$ cat config.mk
export PLATFORM = sky130hd
export DESIGN_NAME = key_debounce_ctrl
export DESIGN_NICKNAME = d
export VERILOG_FILES = /design/src/rtl/key_debounce_ctrl.sv
export SDC_FILE = /design/constraint.sdc
export NUM_CORES = 1
export LEC_CHECK = 0
export CORE_UTILIZATION = 25
export DETAILED_ROUTE_END_ITERATION = 10
export PLACE_DENSITY = 0.53
export SLEW_MARGIN = 20
export SYNTH_ARGS = -nofsm -noshare
export SYNTH_HDL_FRONTEND = slang
export SYNTH_SLANG_ARGS = --single-unit
$ cat constraint.sdc
create_clock -name sys_clk -period 2 [get_ports sys_clk]
set_clock_uncertainty 0.1 [all_clocks]
set_input_delay 0.2 -clock sys_clk [delete_from_list [all_inputs] [get_ports sys_clk]]
set_output_delay 0.2 -clock sys_clk [all_outputs]
set_load 0.01 [all_outputs]
$ cat src/rtl/key_debounce_ctrl.sv
// key_debounce_ctrl: synchronises and debounces an active-low pushbutton, one key_flag pulse per press.
// Optional auto-repeat while held is enabled by defining KEY_REPEAT_EN.
module key_debounce_ctrl #(
  parameter int CNT_MAX      = 999_999,
  parameter int CNT_W        = 20
`ifdef KEY_REPEAT_EN
  ,
  parameter int LONG_CNT_MAX = 49_999_999,
  parameter int REP_CNT_MAX  = 9_999_999,
  parameter int LONG_W       = 26
`endif
) (
  input  logic sys_clk,
  input  logic sys_rst_n,
  input  logic key_in,
  output logic key_flag,
  output logic key_state
);
  typedef enum logic [1:0] {IDLE, PRESS_DB, PRESSED, RELEASE_DB} state_t;
  localparam logic [CNT_W-1:0] CMAX = CNT_W'(CNT_MAX);
  state_t           state_q, state_d;
  logic [1:0]       sync_q;
  logic [CNT_W-1:0] cnt_q, cnt_d;
  logic             flag_q, flag_d, kst_q, kst_d;
  logic             key_s;
  assign key_s     = sync_q[1];
  assign key_flag  = flag_q;
  assign key_state = kst_q;
`ifdef KEY_REPEAT_EN
  localparam logic [LONG_W-1:0] LMAX   = LONG_W'(LONG_CNT_MAX);
  localparam logic [LONG_W-1:0] RELOAD = LONG_W'(LONG_CNT_MAX - REP_CNT_MAX);
  logic [LONG_W-1:0] hold_q, hold_d;
`endif
  always_comb begin
    state_d = state_q;
    cnt_d   = cnt_q;
    flag_d  = 1'b0;
    kst_d   = kst_q;
    case (state_q)
      IDLE: if (!key_s) begin
        state_d = PRESS_DB;
        cnt_d   = '0;
      end
      PRESS_DB: if (key_s) begin
        state_d = IDLE;
        cnt_d   = '0;
      end else if (cnt_q == CMAX) begin
        state_d = PRESSED;
        cnt_d   = '0;
        flag_d  = 1'b1;
        kst_d   = 1'b1;
      end else cnt_d = cnt_q + 1'b1;
      PRESSED: if (key_s) begin
        state_d = RELEASE_DB;
        cnt_d   = '0;
      end
      RELEASE_DB: if (!key_s) begin
        state_d = PRESSED;
        cnt_d   = '0;
      end else if (cnt_q == CMAX) begin
        state_d = IDLE;
        cnt_d   = '0;
        kst_d   = 1'b0;
      end else cnt_d = cnt_q + 1'b1;
      default: state_d = IDLE;
    endcase
`ifdef KEY_REPEAT_EN
    hold_d = hold_q;
    // reloading to LMAX-RMAX makes every later repeat land REP_CNT_MAX+1 cycles apart
    if (state_q == PRESSED && !key_s) begin
      flag_d = hold_q == LMAX;
      hold_d = (hold_q == LMAX) ? RELOAD : hold_q + 1'b1;
    end
    if (state_d == PRESSED && state_q != PRESSED) hold_d = '0;
`endif
  end
  always_ff @(posedge sys_clk or negedge sys_rst_n) begin
    if (!sys_rst_n) begin
      sync_q  <= 2'b11;
      state_q <= IDLE;
      cnt_q   <= '0;
      flag_q  <= 1'b0;
      kst_q   <= 1'b0;
`ifdef KEY_REPEAT_EN
      hold_q  <= '0;
`endif
    end else begin
      sync_q  <= {sync_q[0], key_in};
      state_q <= state_d;
      cnt_q   <= cnt_d;
      flag_q  <= flag_d;
      kst_q   <= kst_d;
`ifdef KEY_REPEAT_EN
      hold_q  <= hold_d;
`endif
    end
  end
endmodule
==> results of run 1 <==
worst max-delay path, stage by stage, from the launching register on:
cell	delay, ns
dfrtp_1	0.40
nor4bb_1	0.27
buf_4	0.17
nand4_1	0.22
o21ai_4	0.28
buf_6	0.15
nor2_1	0.04
mux2_2	0.25
cell families after synthesis:
kind of cell	synth area share [%]
AO/OA/AOI/OAI	17.9
XOR/XNOR	1.85
adder cells (fa/ha/maj)	0.881
buffers and inverters	5.29
flip-flops	46.0
multiplexers	2.20
AND/OR/NAND/NOR	25.9
timing repair:
| action | CTS | global route |
|---|---|---|
| gates resized for setup | 3 | 18 |
| buffers inserted | 1 | 3 |
| cloned | 0 | 0 |
| pin swaps | 1 | 6 |
| setup endpoints to repair | 12 | 18 |
per-stage QoR:
stage	instances	TNS, ns	instance area, µm²
finish	255	0	1900
global placement	247	-0.0263	1720
CTS	252	0	1790
floorplan	150	0	1430
detailed placement	247	-0.139	1720
global route	255	-0.799	1900
path summary, 6_finish.rpt:
| path | startpoint | end | slack (ns) | cells past startpoint |
|---|---|---|---|---|
| max in group asynchronous | sys_rst_n | sync_q[0] | 1.30 | 2 |
| hold reg to reg | sync_q[0] | sync_q[1] | 0.26 | 0 |
| setup / recovery | cnt_q[6] | cnt_q[2] | 0.02 | 7 |
| min in group sys_clk | key_in | sync_q[0] | 0.23 | 1 |
| setup reg to reg | cnt_q[6] | cnt_q[2] | 0.02 | 7 |
| hold / removal | sys_rst_n | cnt_q[7] | 0.19 | 2 |
synthesized netlist by cell type (3+ instances only):
| cell type | n | area share [%] |
|---|---|---|
| a21o_1 | 3 | 1.6 |
| a21oi_1 | 8 | 2.8 |
| a31oi_1 | 3 | 1.3 |
| and3_1 | 3 | 1.3 |
| dfrtp_1 | 24 | 42 |
| inv_1 | 8 | 2.1 |
| nand2_1 | 14 | 3.7 |
| nand3_1 | 11 | 3.9 |
| nand4_1 | 4 | 1.8 |
| nor2_1 | 8 | 2.1 |
| nor3_1 | 3 | 1.1 |
| nor4_1 | 4 | 1.8 |
| o21ai_0 | 10 | 3.5 |
| o21ai_1 | 5 | 1.8 |
power breakdown:
part	switching, mW	leakage, nW	internal, mW
sequential	0.0555	0.351	0.570
combinational	0.421	0.402	0.363
clock	0.170	0.0288	0.176
total	0.646	0.782	1.11
final cells by class:
cell class,count,area [µm²]
Tap cell,72,90.1
Multi-Input combinational cell,111,786
Inverter,8,30.0
Fill cell,560,3610
Timing Repair Buffer,34,285
Clock buffer,4,55.1
Sequential cell,26,653
registers in the layout, indices dropped and copies added, names as in the netlist, named ones only:
register / count
state_q: 1
cnt_q: 20
key_state: 1
key_flag: 1
sync_q: 2
routing by layer:
metal | part of all wire (%) | up-vias
li1 | - | 620
met1 | 50 | 575
met2 | 46 | 11
met3 | 2.4 | 2
met4 | 0.98 | 0
met5 | 0 | -
==> results_dict.tcl, run 1 <==
set metrics [dict create \
    gr-usage-met1_pct 17.9 \
    crit_path_start_kind "flop" \
    clockBufferDepth 2 \
    die-area_um2 5990 \
    leakage_nw 0.782 \
    grt_usage_pct 13.0 \
    antenna_left 0 \
    holdBufCountCts 0 \
    top_usage_layer "met2" \
    core_area_um2 5510 \
    boundaryPins 5 \
    synthToLayoutAreaGrowth_pct 33.7 \
    p_per_area_nw_per_um2 924 \
    crit_fanout 5 \
    gr-total-overflow 0 \
    fmax_mhz 506 \
    drtPass1Iterations 4 \
    synthesis.nets 154 \
    grtUsageMet3_pct 2.94 \
    viasPerCell 4.74 \
    wl_per_cell_um 13.7 \
    timing.slew.headroom_pct 52.2 \
    period_needed_ns 1.98 \
    slew_viol_final 0 \
    synthDistinctLibCells 47 \
    syn_inst 150 \
    cts_tree "yes" \
    rsz0062_at_grt "yes" \
    drc_errors 0 \
    grt_util_met2_pct 20.6 \
    nNetsFinal 188 \
    ys_warn_count 0 \
    ir_drop_mv 0.620 \
    cts_root_buffer "clkbuf_8" \
    cp.required_ns 2.07 \
    clock_latency_ns 0.27 \
    clkSlewWorstSetupHoldPaths_ns 0.09 \
    synth_edf_count 0 \
    grt_max_degree 27 \
    layout_setup_ws_ns 0.0245 \
    vias 1208 \
    io_buffer_count 4 \
    cp-end-kind "flop" \
    drt-initial-drc-count 60 \
    diodes 0 \
    async_flop_share_pct 100 \
    cp.arrival_ns 2.04 \
    ys.flop_type "dfrtp_1" \
    grt_pass1_vias 1214 \
    routabilityCongestion 0.788 \
    cap_violations 0 \
    synth-seq-area-share_pct 46.0 \
    fin_crit_sh_pct 98.8 \
    start_util_pct 25.8 \
    htree_levels 1 \
    avgSynthCellArea_um2 9.47 \
    status "complete, no violations" \
    final_common_cell "buf_4" \
    clkSinkCount 26 \
    dieWidth_um 77.4 \
    routed_wl_um 3480 \
    place_ws_ns -0.0347 \
    layout_common_cells "27 x buf_4, 24 x dfrtp_1, 14 x nand2_1, 11 x nand3_1" \
    synth_seq_cells 26 \
    utilization_pct 34.5 \
    whs_ns 0.193 \
    worst_slew_pin_slew_ns 0.716 \
    total_power_mw 1.75 \
    hpwl_um 2520 \
    path_class "flop to flop" \
    hp-class "input port to async pin" \
    finalSetupViolations 0 \
    hold_violations 0 \
    drive_gt1_share_pct 31.7 \
    std_cell_rows 27 \
    numCtsBuffers 3 \
    syn_area_um2 1420 \
    die_h_um 77.4 \
    grt_pass1_wl_um 6020 \
    antenna_found_initial 0 \
]
No activity file was read; power rests on OpenSTA's default activity.
==> run 2, diff against run 1 <==
--- a/config.mk
+++ b/config.mk
@@ -8,2 +8,3 @@
 export CORE_UTILIZATION = 25
+export CTS_BUF_LIST = sky130_fd_sc_hd__clkbuf_4 sky130_fd_sc_hd__clkbuf_8
 export DETAILED_ROUTE_END_ITERATION = 10
==> constraint.sdc (replaced) <==
create_clock -name sys_clk -period 2 [get_ports sys_clk]
set_clock_uncertainty 0.1 [all_clocks]
set_input_delay 0.4 -clock sys_clk [delete_from_list [all_inputs] [get_ports sys_clk]]
set_output_delay 0.4 -clock sys_clk [all_outputs]
set_load 0.01 [all_outputs]
==> results of run 2 <==
The final DEF is identical to that of run 1. Status: complete, no violations.
Main changes from that run: hold slack 0.193 ns -> 0.259 ns
